$ cat config.mk
export PLATFORM = sky130hd
export DESIGN_NAME = untranspose_stream
export DESIGN_NICKNAME = d
export VERILOG_FILES = /design/src/rtl/untranspose_stream.sv
export SDC_FILE = /design/constraint.sdc
export NUM_CORES = 2
export LEC_CHECK = 0
export BUFFER_PORTS_ARGS = -buffer_cell sky130_fd_sc_hd__buf_2
export CORE_MARGIN = 4
export CORE_UTILIZATION = 35
export DETAILED_ROUTE_END_ITERATION = 10
export SYNTH_ARGS = -nofsm -noshare
export SYNTH_HDL_FRONTEND = slang
export SYNTH_SLANG_ARGS = --single-unit
export TNS_END_PERCENT = 10
$ cat constraint.sdc
create_clock -name clk -period 53.5 [get_ports clk]
set_clock_uncertainty 0.2 [all_clocks]
set_input_delay 8.025 -clock clk [delete_from_list [all_inputs] [get_ports clk]]
set_output_delay 8.025 -clock clk [all_outputs]
set_load 0.05 [all_outputs]
$ cat src/rtl/untranspose_stream.sv
// Reassembles lane-parallel vectors from the row-serial stream of the transpose unit.
// Optional UNTRANSPOSE_PINGPONG_EN adds a second bank so one block fills while another drains.
module untranspose_stream #(
  parameter int WIDTH = 32,
  parameter int DEPTH = 2,
  parameter int LANES = 8
) (
  input  logic                     clk,
  input  logic                     reset,
  input  logic                     in_valid,
  input  logic [DEPTH*WIDTH-1:0]   in_data,
  output logic                     in_ready,
  output logic                     out_valid,
  output logic [LANES*WIDTH-1:0]   out_data,
  input  logic                     out_ready,
  output logic                     out_last,
  output logic                     busy
);

  localparam int RW = (LANES > 1) ? $clog2(LANES) : 1;
  localparam int VW = (DEPTH > 1) ? $clog2(DEPTH) : 1;
  localparam logic [RW-1:0] ROW_LAST = RW'(LANES - 1);
  localparam logic [VW-1:0] VEC_LAST = VW'(DEPTH - 1);

  logic                   run_q;
  logic [RW-1:0]          row_cnt_q, row_cnt_d;
  logic [VW-1:0]          vec_cnt_q, vec_cnt_d;
  logic [LANES*WIDTH-1:0] out_q, out_d;
  logic                   accept, handshake;

  assign out_data = out_q;

`ifdef UNTRANSPOSE_PINGPONG_EN

  logic [WIDTH-1:0] mem_q [2][DEPTH][LANES];
  logic [WIDTH-1:0] mem_d [2][DEPTH][LANES];
  logic [1:0]       full_q, full_d;
  logic             wbank_q, wbank_d, rbank_q, rbank_d;

  always_comb begin
    row_cnt_d = row_cnt_q;
    vec_cnt_d = vec_cnt_q;
    mem_d     = mem_q;
    out_d     = out_q;
    full_d    = full_q;
    wbank_d   = wbank_q;
    rbank_d   = rbank_q;
    in_ready  = run_q && !full_q[wbank_q];
    out_valid = full_q[rbank_q];
    out_last  = out_valid && (vec_cnt_q == VEC_LAST);
    busy      = (full_q != '0) || (row_cnt_q != '0);
    accept    = in_valid && in_ready;
    handshake = out_valid && out_ready;
    if (accept) begin
      for (int unsigned d = 0; d < DEPTH; d++)
        mem_d[wbank_q][d][row_cnt_q] = in_data[d*WIDTH +: WIDTH];
      if (row_cnt_q == ROW_LAST) begin
        row_cnt_d       = '0;
        full_d[wbank_q] = 1'b1;
        wbank_d         = !wbank_q;
      end else begin
        row_cnt_d = row_cnt_q + RW'(1);
      end
    end
    // The filling bank is never the draining bank, so both updates can land together.
    if (handshake) begin
      if (vec_cnt_q == VEC_LAST) begin
        vec_cnt_d       = '0;
        full_d[rbank_q] = 1'b0;
        rbank_d         = !rbank_q;
      end else begin
        vec_cnt_d = vec_cnt_q + VW'(1);
      end
    end
    if (full_d[rbank_d]) begin
      for (int unsigned r = 0; r < LANES; r++)
        out_d[r*WIDTH +: WIDTH] = mem_d[rbank_d][vec_cnt_d][r];
    end
  end

  always_ff @(posedge clk or posedge reset) begin
    if (reset) begin
      run_q     <= 1'b0;
      row_cnt_q <= '0;
      vec_cnt_q <= '0;
      out_q     <= '0;
      full_q    <= '0;
      wbank_q   <= 1'b0;
      rbank_q   <= 1'b0;
      for (int unsigned b = 0; b < 2; b++)
        for (int unsigned d = 0; d < DEPTH; d++)
          for (int unsigned r = 0; r < LANES; r++)
            mem_q[b][d][r] <= '0;
    end else begin
      run_q     <= 1'b1;
      row_cnt_q <= row_cnt_d;
      vec_cnt_q <= vec_cnt_d;
      out_q     <= out_d;
      full_q    <= full_d;
      wbank_q   <= wbank_d;
      rbank_q   <= rbank_d;
      mem_q     <= mem_d;
    end
  end

`else

  typedef enum logic {FILL, DRAIN} state_t;
  state_t state_q, state_d;

  logic [WIDTH-1:0] mem_q [DEPTH][LANES];
  logic [WIDTH-1:0] mem_d [DEPTH][LANES];

  always_comb begin
    state_d   = state_q;
    row_cnt_d = row_cnt_q;
    vec_cnt_d = vec_cnt_q;
    mem_d     = mem_q;
    out_d     = out_q;
    in_ready  = run_q && (state_q == FILL);
    out_valid = (state_q == DRAIN);
    out_last  = out_valid && (vec_cnt_q == VEC_LAST);
    busy      = (state_q == DRAIN) || (row_cnt_q != '0);
    accept    = in_valid && in_ready;
    handshake = out_valid && out_ready;
    if (accept) begin
      for (int unsigned d = 0; d < DEPTH; d++)
        mem_d[d][row_cnt_q] = in_data[d*WIDTH +: WIDTH];
      if (row_cnt_q == ROW_LAST) begin
        row_cnt_d = '0;
        state_d   = DRAIN;
      end else begin
        row_cnt_d = row_cnt_q + RW'(1);
      end
    end
    if (handshake) begin
      if (vec_cnt_q == VEC_LAST) begin
        vec_cnt_d = '0;
        state_d   = FILL;
      end else begin
        vec_cnt_d = vec_cnt_q + VW'(1);
      end
    end
    // Load from the post-write image so the last row reaches vector 0 without a bubble.
    if (state_d == DRAIN) begin
      for (int unsigned r = 0; r < LANES; r++)
        out_d[r*WIDTH +: WIDTH] = mem_d[vec_cnt_d][r];
    end
  end

  always_ff @(posedge clk or posedge reset) begin
    if (reset) begin
      state_q   <= FILL;
      run_q     <= 1'b0;
      row_cnt_q <= '0;
      vec_cnt_q <= '0;
      out_q     <= '0;
      for (int unsigned d = 0; d < DEPTH; d++)
        for (int unsigned r = 0; r < LANES; r++)
          mem_q[d][r] <= '0;
    end else begin
      state_q   <= state_d;
      run_q     <= 1'b1;
      row_cnt_q <= row_cnt_d;
      vec_cnt_q <= vec_cnt_d;
      out_q     <= out_d;
      mem_q     <= mem_d;
    end
  end

`endif

endmodule
# == After elaboration in Yosys (flattened, before gate mapping) ==
# Cells that the tools add are included.
# word_totals
in_bits,68
output_inout_bits,260
regBits,774
wordCells,52
# op_classes
eq_ne,1
n_reduce_logical,7
magnitude_cmp,3
bitwise_logic,3
muxes,15
add_sub_neg,2
# op_table
cell,n
256-bit 2-to-1 mux,3
256-bit bitwise mux,2
512-bit 2-to-1 mux,1
32-bit demux with 3-bit select,1
32-bit 2-to-1 mux,1
1-bit 2-to-1 mux,6
1-bit logical AND,5
4-bit greater-or-equal comparator (second input constant),1
4-bit by 1-bit < comparator with 1-bit output (second input constant),1
3-bit inverter with 4-bit output,1
3-bit by 1-bit adder with 3-bit output (second input constant),1
3-bit == test (second input constant),1
3-bit 2-to-1 mux,1
3-bit nonzero test,1
2-bit greater-or-equal comparator (second input constant),1
1-bit inverter with 2-bit output,1
1-bit adder (second input constant),1
1-bit logical OR,1
1-bit inverter,1

# == Logic depth before layout (Yosys ltp) ==
# logic_depth
ltp_word,10
mapped_depth,9
depth_no_buf,7

# == Worst setup path before layout ==
# No wires, ideal clock.
# synth_path
kind,register -> output
from,register state_q (netlist: out_valid)
to,output port in_ready
arrival_time_ns,1.563
path_slack_ns,43.712
required_ns,45.275
path_buffers,1
stages_incl_launch_ff,3
path_cell_list,dfrtp_1 buf_2 nor2b_1
# synth_between
elab_chain_len,2
# synth_rtl
item,line,text
start: declaration,109,"state_t state_q, state_d;"
start signal: assignment,162,state_q <= state_d;
1-bit inverter,120,in_ready = run_q && (state_q == FILL);
1-bit logical AND,120,
end: declaration,12,"output logic in_ready,"
# Every way passes these cells.

# == Worst setup path after layout ==
# layout_path
from,input port in_valid
to,register out_q[15] (netlist: out_data[15])
# layout_between
elab_chain_len,5
# layout_rtl
item,line,text
start: declaration,10,"input logic in_valid,"
1-bit logical AND *,124,accept = in_valid && in_ready;
512-bit 2-to-1 mux,126,if (accept) begin
256-bit 2-to-1 mux (3 in series),n/a,
end signal: assignment,166,out_q <= out_d;
end: declaration,28,"logic [LANES*WIDTH-1:0] out_q, out_d;"
# Mark *: on every way between the ends. The rest lies on a longest branch, timed or not. The select of a mux whose other input is x is not followed.
# A chain may end at the register's enable or synchronous reset.

==> impl_metrics.tcl <==
set metrics [dict create \
    async_reset_ff_share_pct 100 \
    p_leak_nw 18.3 \
    finalHoldViolCount 0 \
    power_density_nw_per_um2 76.3 \
    r2r_cells 8 \
    path_common_cell "buf_4" \
    slew_violations 0 \
    critPathKind "input pin to flip-flop" \
    critPathLaunch "in_valid" \
    fill_cells 9355 \
    cap_violations 0 \
    worst_ep_arrival_time_ns 11.76 \
    critical_path_buf_inv_count 4 \
    status "complete, no violations" \
    hold_path_class "flip-flop to flip-flop" \
    final_cell_mix "dfrtp_1 (774), nand2_1 (385), buf_2 (327), o21ai_0 (254), a21oi_1 (254)" \
    synth.top_cell.area_share_pct 56.2 \
    drt-initial-drc-count 2444 \
    die_x_um 322 \
    yosys_warnings 0 \
    cts_buffer_depth 3 \
    slew_headroom_pct 10.7 \
    syn_avg_cell_area_um2 10.5 \
    synth_fp_nets 3352 \
    worstPathMaxFanout 147 \
    dp_hpwl_um 71800 \
    min_from "mem_q[511]" \
    setup_tns_ns 0 \
    rows 114 \
    syn-instance-count 3281 \
    clock.fmax_mhz 87.7 \
    seqCellArea_um2 19400 \
    fin_nets 3465 \
    power_mw 3.03 \
    grt_max_degree 148 \
    cts_made_buffers 87 \
    clk_transition_reported_paths_ns 0.06 \
    cts_resized 0 \
    finalWorstSetupSlack_ns 42.10 \
    synth_seq_cells 774 \
    dr.pass1.iters 5 \
    post-route-min-period_ns 11.40 \
    die_area_um2 104000 \
    hold_depth 2 \
    vias_per_cell 5.87 \
    grt_pass1_wl_um 186000 \
    place.gp.congestion 0.759 \
    rsz0062_at_grt "no" \
    htreeDepth 3 \
    finalCritPeriodShare_pct 21.3 \
    worst_slew_pin_slew_ns 1.34 \
    coreArea_um2 97100 \
    die_y_um 322 \
    multi_input_area_um2 13800 \
    utilization_pct 40.8 \
    dp_slack_ns 41.72 \
    yosys-top-cells-area "dfrtp_1 (56%), mux2_2 (7.4%), nand2_1 (4.2%), a221oi_1 (4.0%), a21oi_1 (3.7%)" \
    drc 0 \
    placed_area_um2 36800 \
    worstReg2RegEnd "out_data[15]" \
    cts-root-buf "clkbuf_16" \
    synth_top_area_cell "dfrtp_1" \
    endpoint "out_data[15]" \
    crit_chain "buf_2 > a31oi_1 > a31o_4 > inv_8 > buf_4 > buf_4 > o32a_1" \
    tritoncts "done" \
    layout-area-overhead-vs-synth_pct 15.0 \
    ctsHoldBuffers 0 \
    num_vias 27785 \
    regToRegSetupSlack_ns 48.72 \
    finalSetupViolCount 0 \
    critical_path.max_stage_delay_ns 0.76 \
    cp_top_family "buffers and inverters" \
    pin_count 328 \
    grt_remaining_overflow 0 \
    worstPathRequired_ns 53.87 \
    crit-reg2reg-launch "row_cnt_q[0]" \
    postRouteAntennaNets 0 \
    cts_sinks 774 \
    ys.flop_type "dfrtp_1" \
    synth_seq_area_share_pct 56.2 \
    cp_slowest_cell "buf_4" \
    clk_latency_ns 0.65 \
    cts_setup_buffers 0 \
    grt_pass1_vias 27039 \
    wl_per_cell_um 26.6 \
    startpoint_type "input pin" \
    totalWireLength_um 126000 \
    synth_cell_types 45 \
    port_buffers 327 \
    drive_gt1_share_pct 23.5 \
    synth_edf_count 0 \
    peakVddDrop_v 0.0000672 \
    cp.depth 7 \
    start_util_pct 35.5 \
    syn_area_um2 34500 \
    grt_use_total_pct 23.8 \
    antenna_found_initial 4 \
    design_area_um2 39600 \
    final_common_cell "dfrtp_1" \
    crit_path_end_kind "flip-flop" \
]
[state kept, by name, indices dropped and copies added, names as in the netlist]
name / cells
mem_q: 512
out_data: 256
out_valid: 1
row_cnt_q: 3
run_q: 1
vec_cnt_q: 1
[cell families after synthesis]
family,after synthesis,synth area share [%]
AOI/OAI and AO/OA,1030,20.4
and+or+nand+nor,886,11.4
DFF,774,56.2
buffers and inverters,357,4.43
muxes,230,7.54
adders and majority gates,3,0.109
other,1,0.0109
[routing by layer]
| metal | wire length (um) | vias up | track usage (%) | share of wire, % |
|---|---|---|---|---|
| li1 | - | 12070 | - | - |
| met3 | 9280 | 196 | 4.37 | 7.4 |
| met5 | 26 | - | 0 | 0.021 |
| met4 | 4000 | 4 | 8.21 | 3.2 |
| met1 | 54700 | 14405 | 33.2 | 43 |
| met2 | 57900 | 1110 | 37.5 | 46 |
[final cells by class]
cell class	count	area share, %
clock inverters	26	0.745
flip-flops and latches	774	48.9
clock buffers	128	6.47
multi-input cells	2150	34.7
diodes	1	0.00631
repair buffers	376	5.06
well taps	1276	4.03
inverters	5	0.104
[through the flow]
step / hold slack [ns] / cells
2_1_floorplan: 0.238 / 3281
6_report: 0.271 / 4736
5_1_grt: 0.277 / 4735
3_3_place_gp: 0.249 / 4581
4_1_cts: 0.272 / 4735
3_5_place_dp: 0.257 / 4581
[synthesized netlist by cell type, types with 2 or more instances]
cell type / n
a21o_1: 144
nor2_1: 169
mux2_2: 228
o21ai_0: 254
dfrtp_1: 774
nor3b_2: 2
and2_1: 17
a22oi_2: 4
buf_4: 12
a221oi_1: 159
nand2_1: 390
o22a_1: 79
a21boi_0: 32
or2_2: 32
or3b_1: 2
nand3_1: 223
inv_1: 3
nand3b_1: 4
buf_1: 12
buf_2: 107
a21oi_1: 254
a221o_1: 79
o32a_1: 16
ha_1: 3
and3_1: 38
and3b_1: 4
a22oi_1: 3
clkbuf_1: 220
[worst min-delay path, stage by stage, from the launching register on]
cell	delay [ns]
dfrtp_1	0.33
nand2_1	0.05
nand2_1	0.06
[worst min path at each step]
stage	slack [ns]	to
final	0.27	mem_q[511]
after global routing	0.28	mem_q[252]
after CTS	0.27	mem_q[511]
after detailed placement	0.26	mem_q[226]
after global placement	0.25	mem_q[511]
after floorplan	0.24	mem_q[511]
[where the power goes]
group          total [mW]  switching (mW)  internal, mW  leakage (nW)
combinational        1.39           0.982         0.411          7.40
clock               0.604           0.248         0.355          1.41
sequential           1.03           0.162         0.866          9.54
total                3.03            1.39          1.63          18.3
(Power assumes the default switching activity.)
